[config.mk]
export PLATFORM = sky130hd
export DESIGN_NAME = fetch_sequencer
export DESIGN_NICKNAME = d
export VERILOG_FILES = /design/src/rtl/fetch_sequencer.sv
export SDC_FILE = /design/constraint.sdc
export NUM_CORES = 1
export LEC_CHECK = 0
export BUFFER_PORTS_ARGS = -buffer_cell sky130_fd_sc_hd__buf_2
export CAP_MARGIN = 20
export CORE_MARGIN = 4
export CORE_UTILIZATION = 52
export DETAILED_ROUTE_END_ITERATION = 8
export GPL_TIMING_DRIVEN = 0
export HOLD_SLACK_MARGIN = 0.1
export PLACE_DENSITY = 0.87
export SETUP_SLACK_MARGIN = 0.05
export SYNTH_ARGS = -nofsm -noshare
export SYNTH_HDL_FRONTEND = slang
export SYNTH_SLANG_ARGS = --single-unit
[constraint.sdc]
create_clock -name clk -period 4.7 [get_ports clk]
set_input_delay 0.47 -clock clk [delete_from_list [all_inputs] [get_ports clk]]
set_output_delay 0.47 -clock clk [all_outputs]
set_load 0.03 [all_outputs]
[src/rtl/fetch_sequencer.sv]
// rtl/fetch_sequencer.sv - byte-serial Y86-64 instruction fetch and decode sequencer
// Reads one instruction byte per accepted request and presents the decoded fields.
module fetch_sequencer #(
  parameter logic [63:0] RESET_PC = 64'h0
) (
  input  logic        clk,
  input  logic        reset,
  output logic        imem_req,
  output logic [63:0] imem_addr,
  input  logic        imem_ack,
  input  logic [7:0]  imem_data,
  input  logic        imem_err,
  output logic [7:0]  opcode,
  output logic [3:0]  rA,
  output logic [3:0]  rB,
  output logic [63:0] valC,
  output logic [63:0] valP,
  output logic [63:0] pc,
  output logic [1:0]  stat,
  output logic        instr_valid,
  input  logic        instr_ready,
  input  logic        pc_load,
  input  logic [63:0] next_pc
);
  typedef enum logic [1:0] {FETCH, PRESENT, WAIT_PC, STOP} state_t;

  localparam logic [1:0] STAT_AOK = 2'b00;
  localparam logic [1:0] STAT_HLT = 2'b01;
  localparam logic [1:0] STAT_ADR = 2'b10;
  localparam logic [1:0] STAT_INS = 2'b11;

  state_t      r_state, w_state_next;
  logic [3:0]  r_idx, r_len;
  logic [63:0] r_pc, r_valc, r_valp;
  logic [7:0]  r_opcode;
  logic [3:0]  r_ra, r_rb;
  logic [1:0]  r_stat;

  logic        w_capture, w_valid0, w_last;
  logic [3:0]  w_len0;
  logic [2:0]  w_cpos;

  assign w_capture = imem_req && imem_ack;

  // Length and ifun legality of the byte on imem_data, read as byte 0.
  always_comb begin
    w_len0   = 4'd1;
    w_valid0 = 1'b0;
    case (imem_data[7:4])
      4'h0, 4'h1, 4'h9: begin w_len0 = 4'd1;  w_valid0 = (imem_data[3:0] == 4'h0); end
      4'h2:             begin w_len0 = 4'd2;  w_valid0 = (imem_data[3:0] <= 4'h6); end
      4'h3, 4'h4, 4'h5: begin w_len0 = 4'd10; w_valid0 = (imem_data[3:0] == 4'h0); end
      4'h6:             begin w_len0 = 4'd2;  w_valid0 = (imem_data[3:0] <= 4'h3); end
      4'h7:             begin w_len0 = 4'd9;  w_valid0 = (imem_data[3:0] <= 4'h6); end
      4'h8:             begin w_len0 = 4'd9;  w_valid0 = (imem_data[3:0] == 4'h0); end
      4'hA, 4'hB:       begin w_len0 = 4'd2;  w_valid0 = (imem_data[3:0] == 4'h0); end
      default:          begin w_len0 = 4'd1;  w_valid0 = 1'b0; end
    endcase
  end

  assign w_last = (r_idx == 4'd0) ? (!w_valid0 || (w_len0 == 4'd1))
                                  : (r_idx == (r_len - 4'd1));
  // The constant starts at byte 1 for 9-byte formats, byte 2 for 10-byte formats.
  assign w_cpos = (r_len == 4'd9) ? 3'(r_idx - 4'd1) : 3'(r_idx - 4'd2);

  always_ff @(posedge clk) begin
    if (reset) r_state <= FETCH;
    else       r_state <= w_state_next;
  end

  always_comb begin
    w_state_next = r_state;
    case (r_state)
      FETCH:   if (w_capture && (imem_err || w_last)) w_state_next = PRESENT;
      PRESENT: if (instr_ready) w_state_next = (r_stat == STAT_AOK) ? WAIT_PC : STOP;
      WAIT_PC: if (pc_load) w_state_next = FETCH;
      default: w_state_next = r_state;
    endcase
  end

  always_ff @(posedge clk) begin
    if (reset) begin
      r_pc     <= RESET_PC;
      r_idx    <= 4'd0;
      r_len    <= 4'd1;
      r_stat   <= STAT_AOK;
      r_opcode <= 8'h00;
      r_ra     <= 4'hF;
      r_rb     <= 4'hF;
      r_valc   <= 64'h0;
      r_valp   <= 64'h0;
    end else begin
      case (r_state)
        FETCH: begin
          if (w_capture) begin
            if (imem_err) begin
              r_stat <= STAT_ADR;
            end else if (r_idx == 4'd0) begin
              r_opcode <= imem_data;
              r_len    <= w_len0;
              r_idx    <= 4'd1;
              if (!w_valid0) begin
                r_stat <= STAT_INS;
                r_valp <= r_pc + 64'd1;
              end else begin
                r_valp <= r_pc + {60'h0, w_len0};
                if (imem_data == 8'h00) r_stat <= STAT_HLT;
              end
            end else begin
              r_idx <= r_idx + 4'd1;
              if ((r_idx == 4'd1) && (r_len != 4'd9)) begin
                r_ra <= imem_data[7:4];
                r_rb <= imem_data[3:0];
              end else begin
                r_valc[{w_cpos, 3'b000} +: 8] <= imem_data;
              end
            end
          end
        end
        WAIT_PC: begin
          if (pc_load) begin
            r_pc     <= next_pc;
            r_idx    <= 4'd0;
            r_len    <= 4'd1;
            r_stat   <= STAT_AOK;
            r_opcode <= 8'h00;
            r_ra     <= 4'hF;
            r_rb     <= 4'hF;
            r_valc   <= 64'h0;
            r_valp   <= 64'h0;
          end
        end
        default: begin
        end
      endcase
    end
  end

  assign imem_req    = (r_state == FETCH) && !reset;
  assign imem_addr   = r_pc + {60'h0, r_idx};
  assign instr_valid = (r_state == PRESENT);
  assign opcode      = r_opcode;
  assign rA          = r_ra;
  assign rB          = r_rb;
  assign valC        = r_valc;
  assign valP        = r_valp;
  assign pc          = r_pc;
  assign stat        = r_stat;
endmodule
### Word level (Yosys, flattened, before mapping)

Cells that the tools add are included.

* register bits after elaboration: 220
* latch bits: 0
* RAM bits: 0
* ROM bits: 0
* bits of input ports: 78
* output and inout port bits: 276
* logic and storage cells: 132
* memories: 0

* $add $sub $neg: 8
* $mul: 0
* divide/modulo/power cells: 0
* magnitude comparators: 2
* equal/unequal tests: 29
* shift-type cells: 2
* mux-type cells: 53
* bitwise logic cells: 0
* reduce and logical (&&, ||, !) cells: 28

Operators with widths (count)
* 2-to-1 mux 64 bit: 9
* case mux 64 bit (2 select lines): 2
* adder 64 x 4 -> 64 bit: 2
* 2-to-1 mux 4 bit: 17
* adder 64 x 1 -> 64 bit, second input constant: 1
* bitwise mux 64 bit: 1
* variable shift 8 x 8 -> 64 bit, first input constant: 1
* variable part select 8 x 8 -> 64 bit: 1
* 2-to-1 mux 8 bit: 4
* case mux 4 bit (2 select lines): 4
* equality test 4 bit, second input constant: 5
* equality test 4 x 3 -> 1 bit, second input constant: 4
* 2-to-1 mux 2 bit: 8
* inequality test 2 bit, second input constant: 8
* case mux 8 bit (2 select lines): 1
* equality test 4 x 1 -> 1 bit, second input constant: 3
* zero test 4 bit: 3
* case mux 4 bit (3 select lines): 1
* AND reduction 6 bit: 2
* AND reduction 5 bit: 2
* OR reduction 9 bit: 1
* equality test 4 x 2 -> 1 bit, second input constant: 2
* zero test 8 bit: 1
* inequality test 4 bit, second input constant: 2
* other kinds (28): 37

### Logic depth before layout (Yosys ltp)

Gate-level depths: netlist of the first run.

* word-level depth: 10
* gate-level depth with buffers: 15
* mapped depth without buffers: 14

### Worst setup path after synthesis of the first run

No wires, ideal clock.

* kind: input-to-reg
* start point: in imem_data[4]
* end point: reg r_valp[38], in the netlist valP[38]
* setup time: 0.069 ns
* arrival time: 3.550 ns
* required time: 4.631 ns
* path slack: 1.081 ns
* stages on the path: 15
* buffers on the path: 1
* path through: clkbuf_1 nand2b_1 a31oi_1 o21ai_0 nand3_1 or2_2 ha_1 inv_1 fa_1 nand3b_1 a2111oi_4 nand4_1 or3_1 xor2_1 o21ai_1

* cells in the longest elaborated chain, start to end: 9
* elaborated cells between the ends (all ways): 25
* those cells by class: add/sub (1); eq/ne (11); mux (7); reduce/logical (6)

Ends and longest elaborated chain
* start: declaration: RTL line 11 `input logic [7:0] imem_data,`
* equality test 4 bit, or another cell as far along: RTL line 49 `case (imem_data[7:4])`
* OR reduction 4 bit (no source line), or another cell as far along
* case mux 4 bit (3 select lines): RTL line 49
* adder 64 x 4 -> 64 bit: RTL line 106 `r_valp <= r_pc + {60'h0, w_len0};`
* 2-to-1 mux 64 bit (*): RTL line 102 `if (!w_valid0) begin`
* 2-to-1 mux 64 bit (*): RTL line 98 `end else if (r_idx == 4'd0) begin`
* 2-to-1 mux 64 bit (*): RTL line 96 `if (imem_err) begin`
* 2-to-1 mux 64 bit (*): RTL line 95 `if (w_capture) begin`
* case mux 64 bit (2 select lines) (*): RTL line 93 `case (r_state)`
* end signal: assignment: RTL line 104 `r_valp <= r_pc + 64'd1;`
* end signal: assignment: RTL line 106
* end: declaration: RTL line 34 `logic [63:0] r_pc, r_valc, r_valp;`

Every way passes the cells marked *; elsewhere a longest branch is shown, timed or not. The select of a mux whose other input is x is not followed.
A chain may end at the register's enable or synchronous reset.

### Worst setup path in the final report of the first run

* start point: reg r_idx[0]
* end point: out imem_addr[52]

* cells in the longest elaborated chain, start to end: 1

Ends and longest elaborated chain
* start: declaration: RTL line 33 `logic [3:0] r_idx, r_len;`
* start signal: assignment: RTL line 110 `r_idx <= r_idx + 4'd1;`
* adder 64 x 4 -> 64 bit: RTL line 140 `assign imem_addr = r_pc + {60'h0, r_idx};`
* end: declaration: RTL line 9 `output logic [63:0] imem_addr,`

Every way passes these cells.

==> flow_metrics.py, run 1 <==
metrics = {
    "synthesis": {
        "synth_cell_type_count": 72,
        "synth-edff-count": 0,
        "yosys_warnings": 0,
        "synth-async-reset-ratio_pct": 0,
        "seq_area_frac_synth_pct": 40.0,
        "synth_area_um2": 11000,
        "synth_flop_cell": "dfxtp_1",
        "synthSimpleGateAreaFrac_pct": 28.4,
        "synth_compound_area_share_pct": 13.1,
        "syn_inst": 1405,
        "synthAdderAreaFrac_pct": 2.08,
        "synthXorXnorAreaFrac_pct": 10.4,
        "muxShareOfSynthArea_pct": 0.285,
        "synth_seq_cells": 219,
        "syn_avg_cell_area_um2": 7.80,
        "synth_top_family_by_area": "simple AND/OR/NAND/NOR gates",
        "syn_nets": 1500,
    },
    "finish": {
        "final_cell_mix": "buf_2 (373), nand2_1 (281), dfxtp_1 (219), nand3_1 (107), a21oi_1 (95)",
        "seq_area_um2": 4380,
        "num-fill-cells": 1744,
        "stdcell_area_um2": 13800,
        "diodes": 0,
        "nets": 1878,
        "final_common_cell": "buf_2",
        "multi_input_comb_area_um2": 5950,
        "syn_to_final_growth_pct": 26.1,
        "layout.cells.non_filler": 2068,
        "drive_above_1_share_pct": 25.7,
    },
    "worst_setup_path": {
        "crit_path_start_kind": "flip-flop",
        "path_buf_inv": 2,
        "crit_family": "simple AND/OR/NAND/NOR gates",
        "slowest_stage": "nor3_1",
        "crit_type": "flip-flop to output pin",
        "worstPathRequired_ns": 4.23,
        "path_max_fanout": 8,
        "endpoint_kind": "output pin",
        "worstPathCellList": "ha_1 > inv_1 > fa_1 > nand2b_1 > a21oi_2 > nand3_1 > nor3_1 > nand2_1 > xnor2_1 > buf_2",
        "cpPeakStageDelay_ns": 0.65,
        "cp_data_arrival_time_ns": 4.02,
    },
    "placement": {
        "port_buffers": 351,
        "place_congestion": 0.971,
        "place_hpwl_um": 31700,
        "place_inst": 2027,
        "dpl_cell_area_um2": 13100,
    },
    "sta": {
        "fin_crit_ns": 4.49,
        "hold_viol_final": 0,
        "rsz0062_at_grt": "false",
        "whs_ns": 0.190,
        "final_max_slew_viol_count": 0,
        "relSlewSlack_pct": 33.5,
        "setup_viol": 0,
        "setup_tns_ns": 0,
        "tightest_slew_ns": 0.990,
        "timing.fmax_mhz": 223,
        "fin_crit_sh_pct": 95.6,
        "fin_skew_ns": 0.0158,
    },
    "grt": {
        "grt_pass1_vias": 11500,
        "grt_usage_pct": 33.0,
        "grt_max_degree": 14,
        "grt_first_pass_wirelength_um": 63100,
        "grt_overflow": 0,
        "antenna_found_initial": 1,
    },
    "pwr": {
        "pwr-share-clk_pct": 43.6,
        "p_leak_nw": 5.98,
        "p_comb_share_pct": 10.4,
        "max-vdd-ir-drop_mv": 0.319,
        "powerDensity_nw_per_um2": 301,
        "switching_share_pct": 26.1,
        "fin_total_pwr_mw": 4.15,
        "p_int_mw": 3.07,
        "seqPwrFrac_pct": 46.0,
        "power.switching_mw": 1.08,
    },
    "floorplan": {
        "fp.dieArea_um2": 23500,
        "fp-row-count": 52,
        "die_x_um": 153,
        "core-area_um2": 20500,
        "start_util_pct": 53.5,
        "io_pins": 354,
        "die_h_um": 153,
    },
    "route": {
        "drt_wl_total_um": 40900,
        "routed_via_density": 5.81,
        "initialDrtViolationCount": 1033,
        "avgRoutedWirePerCell_um": 19.8,
        "ant_nets": 0,
        "vias": 12000,
        "drc_errors": 0,
        "dr.pass1.iters": 5,
    },
    "cts": {
        "cts_tree": "done",
        "clockBufferDepth": 3,
        "cts-root-buf": "clkbuf_16",
        "h-tree-depth": 1,
        "numCtsBuffers": 24,
        "clkSlewWorstSetupHoldPaths_ns": 0.06,
        "clock-sinks": 219,
        "clock_latency_ns": 0.52,
    },
    "run_status": {
        "status": "completed",
    },
    "run": {
        "maxCapViolCount": 0,
    },
    "hold_path": {
        "hold_class": "input pin to flip-flop",
    },
}
[cell usage after synthesis (all sizes together), types with 6 or more instances]
cell    number  area share, %
nand3      108            5.0
inv         19           0.65
xor2        68            5.4
a31oi        7           0.40
and4         7           0.60
or2          6           0.34
a21oi       97            4.5
or3         10           0.58
xnor2       62            5.0
nor3        45            2.1
ha          15            1.7
and3        10           0.57
o21ai      124            5.7
nand3b       6           0.41
dfxtp      219             40
nand2      281            9.6
nor2        88            3.1
nand4       34            2.5
clkbuf      77            3.6
buf         34            1.5
nor4        18            1.3
o21bai      10           0.68
[power groups by stage]
stage	Combinational [mW]	Sequential, mW	Clock, mW
2_1_floorplan	0.223	1.99	0
3_3_place_gp	0.419	1.95	0
3_5_place_dp	0.425	1.95	0
4_1_cts	0.427	1.91	1.82
5_1_grt	0.463	1.91	1.90
6_report	0.431	1.91	1.81
[routing by layer]
metal / wire length (µm) / track usage [%] / vias to the layer above
li1: - / - / 5552
met1: 15900 / 42.2 / 5589
met2: 18900 / 54.8 / 741
met3: 4150 / 6.67 / 121
met4: 1930 / 13.4 / 2
met5: 13 / 0 / -
[worst paths after layout]
| kind | end | depth (start not counted) | slack [ns] | from |
|---|---|---|---|---|
| max reg2reg | valP[38] | 9 | 1.14 | pc[0] |
| max | imem_addr[52] | 10 | 0.21 | r_idx[0] |
| min | pc[13] | 3 | 0.19 | next_pc[13] |
| min reg2reg | valP[7] | 2 | 0.45 | valP[7] |
[per-stage QoR]
stage,util (%),setup slack [ns]
4_1_cts,67.4,0.347
3_5_place_dp,63.7,0.104
5_1_grt,67.4,0.101
3_3_place_gp,63.7,0.141
6_report,67.4,0.206
2_1_floorplan,-,1.08
[final cells by class]
type                       instances  area share [%]
multi-input combinational       1055            43.0
sequential                       219            31.7
timing repair buffer             352            12.7
clock buffer                      37            5.29
buffer                           111            4.07
tap                              270            2.44
inverter                          20           0.543
clock inverter                     4           0.181
[worst min-delay path: cells and delay by family]
kind | cells | cell delay, ns
AOI/OAI and AO/OA | 1 | 0.05
buffers and inverters | 1 | 0.09
and+or+nand+nor | 1 | 0.04
[sequential cells by signal (all words and copies together), names as in the netlist]
signal and cells:
r_state 2, opcode 8, rA 4, valP 64, rB 4, valC 64
r_idx 4, r_len 3, stat 2, pc 64
[timing repair]
item	4_1_cts	5_1_grt
gates resized for setup	1	0
hold buffers	0	0
setup buffers	0	0
setup endpoints to repair	2	0
[logic make-up after synthesis]
group | after synthesis
buf+inv | 131
xor+xnor | 130
simple gates | 645
flops | 219
compound gates | 260
fa+ha+maj | 17
mux | 3
Power figures use the tool's default switching activity.
==> run 2: changes to the inputs <==
--- a/config.mk
+++ b/config.mk
@@ -5,14 +5,14 @@
 export SDC_FILE = /design/constraint.sdc
 export NUM_CORES = 1
 export LEC_CHECK = 0
-export BUFFER_PORTS_ARGS = -buffer_cell sky130_fd_sc_hd__buf_2
 export CAP_MARGIN = 20
 export CORE_MARGIN = 4
-export CORE_UTILIZATION = 52
+export CORE_UTILIZATION = 64
 export DETAILED_ROUTE_END_ITERATION = 8
+export DONT_BUFFER_PORTS = 1
 export GPL_TIMING_DRIVEN = 0
 export HOLD_SLACK_MARGIN = 0.1
-export PLACE_DENSITY = 0.87
+export PLACE_DENSITY = 0.85
 export SETUP_SLACK_MARGIN = 0.05
 export SYNTH_ARGS = -nofsm -noshare
 export SYNTH_HDL_FRONTEND = slang
==> flow_metrics.py, run 2 (synthesis results as in run 1) <==
metrics = {
    "run_status": {
        "status": "completed",
    },
    "placement": {
        "pre_cts_slack_ns": 0.180,
        "place_inst": 1626,
        "place_hpwl_um": 28700,
        "place_congestion": 0.974,
        "port_buffers": 0,
    },
    "sta": {
        "timing.fmax_mhz": 218,
        "relSlewSlack_pct": 31.3,
        "fin_skew_ns": 0.0103,
        "fin_crit_ns": 4.60,
        "setup_viol": 0,
        "fin_crit_sh_pct": 97.8,
        "setup_tns_ns": 0,
        "hold_viol_final": 0,
        "whs_ns": 0.107,
        "tightest_slew_ns": 1.03,
        "setup_ws_ns": 0.104,
        "rsz0062_at_grt": "false",
        "final_max_slew_viol_count": 0,
    },
    "grt": {
        "antenna_found_initial": 0,
        "grt_pass1_vias": 10600,
        "grt_usage_pct": 38.6,
        "grt_max_degree": 15,
        "grt_first_pass_wirelength_um": 60600,
        "grt_overflow": 0,
    },
    "pwr": {
        "p_leak_nw": 4.48,
        "powerDensity_nw_per_um2": 339,
        "max-vdd-ir-drop_mv": 0.285,
    },
    "route": {
        "wl_met3_um": 4760,
        "top_layer": "met4",
        "drt_wl_total_um": 39500,
        "initialDrtViolationCount": 1032,
        "ant_nets": 0,
        "wl_met1_um": 13700,
        "dr.pass1.iters": 7,
        "drc_errors": 0,
        "vias": 11100,
        "met2_wirelength_um": 19000,
        "routed_via_density": 6.42,
        "avgRoutedWirePerCell_um": 22.9,
    },
    "floorplan": {
        "fp.dieArea_um2": 19300,
        "io_pins": 354,
        "die_h_um": 139,
        "fp-row-count": 47,
        "die_x_um": 139,
        "start_util_pct": 65.7,
        "core-area_um2": 16700,
    },
    "finish": {
        "syn_to_final_growth_pct": 15.8,
        "final_common_cell": "nand2_1",
        "diodes": 0,
        "layout.cells.non_filler": 1722,
        "num-fill-cells": 1231,
        "seq_area_um2": 4380,
        "final_cell_mix": "nand2_1 (280), dfxtp_1 (219), nand3_1 (107), a21oi_1 (95)",
        "drive_above_1_share_pct": 8.39,
        "nets": 1580,
        "multi_input_comb_area_um2": 6020,
    },
    "cts": {
        "clkSlewWorstSetupHoldPaths_ns": 0.06,
        "cts_tree": "done",
        "h-tree-depth": 1,
        "numCtsBuffers": 23,
        "clock_latency_ns": 0.51,
        "clock-sinks": 219,
        "clockBufferDepth": 3,
        "cts-root-buf": "clkbuf_16",
        "cts_setup_buffers": 0,
    },
    "worst_setup_path": {
        "r2r_setup_slack_ns": 0.96,
        "path_max_fanout": 8,
        "cp_data_arrival_time_ns": 4.13,
        "crit_type": "flip-flop to output pin",
        "worstPathRequired_ns": 4.23,
        "crit_path_start_kind": "flip-flop",
        "reg2regPathDepth": 9,
        "endpoint_kind": "output pin",
    },
    "run": {
        "maxCapViolCount": 0,
    },
    "hold_path": {
        "whs_path_depth": 2,
        "hold_class": "input pin to flip-flop",
    },
}
-- run 2: repair_timing --
item / CTS / global route
gates resized for setup: 3 / 9
setup endpoints to repair: 9 / 9
hold endpoints to repair: 55 / 0
hold buffers: 54 / 0
pin swaps: 0 / 0
-- run 2: metal layers --
metal  track usage [%]  vias to the layer above
met5                 0                        -
met4              16.9                        0
met3              12.3                      162
met2              66.3                      769
met1              44.1                     5178
li1                  -                     4952
-- run 2: final timing paths --
check	from	end
min reg2reg	r_len[1]	r_len[1]
min	next_pc[63]	pc[63]
max	pc[0]	imem_addr[52]
max reg2reg	pc[0]	valP[38]
-- run 2: report_power, final --
part | switching, mW | internal, mW
clock | 0.767 | 1.22
sequential | 0.0811 | 1.88
combinational | 0.239 | 0.110
-- run 2: cell type report --
cell class                 count  area share (%)
buffer                       111            4.44
clock buffer                  32            5.27
clock inverter                10            1.26
inverter                      20           0.591
multi-input combinational   1055            47.4
sequential                   219            34.5
tap                          220            2.17
timing repair buffer          55            4.30
-- run 2: metrics by stage --
stage,cell area [µm²],power [mW],util [%]
global route,12700,4.41,76.0
CTS,12600,4.28,75.6
finish,12700,4.30,76.0
global placement,11200,2.29,67.3
detailed placement,11200,2.30,67.3
floorplan,11000,2.22,-
-- run 2: worst max-delay path, cell delays in order, from the launching register on --
cell and delay, ns:
dfxtp_1 0.59, ha_1 0.30, inv_1 0.08, fa_1 0.40
nand2b_1 0.18, a21oi_2 0.45, nand3_1 0.34, nor3_1 0.62
nand2_1 0.19, xnor2_2 0.45
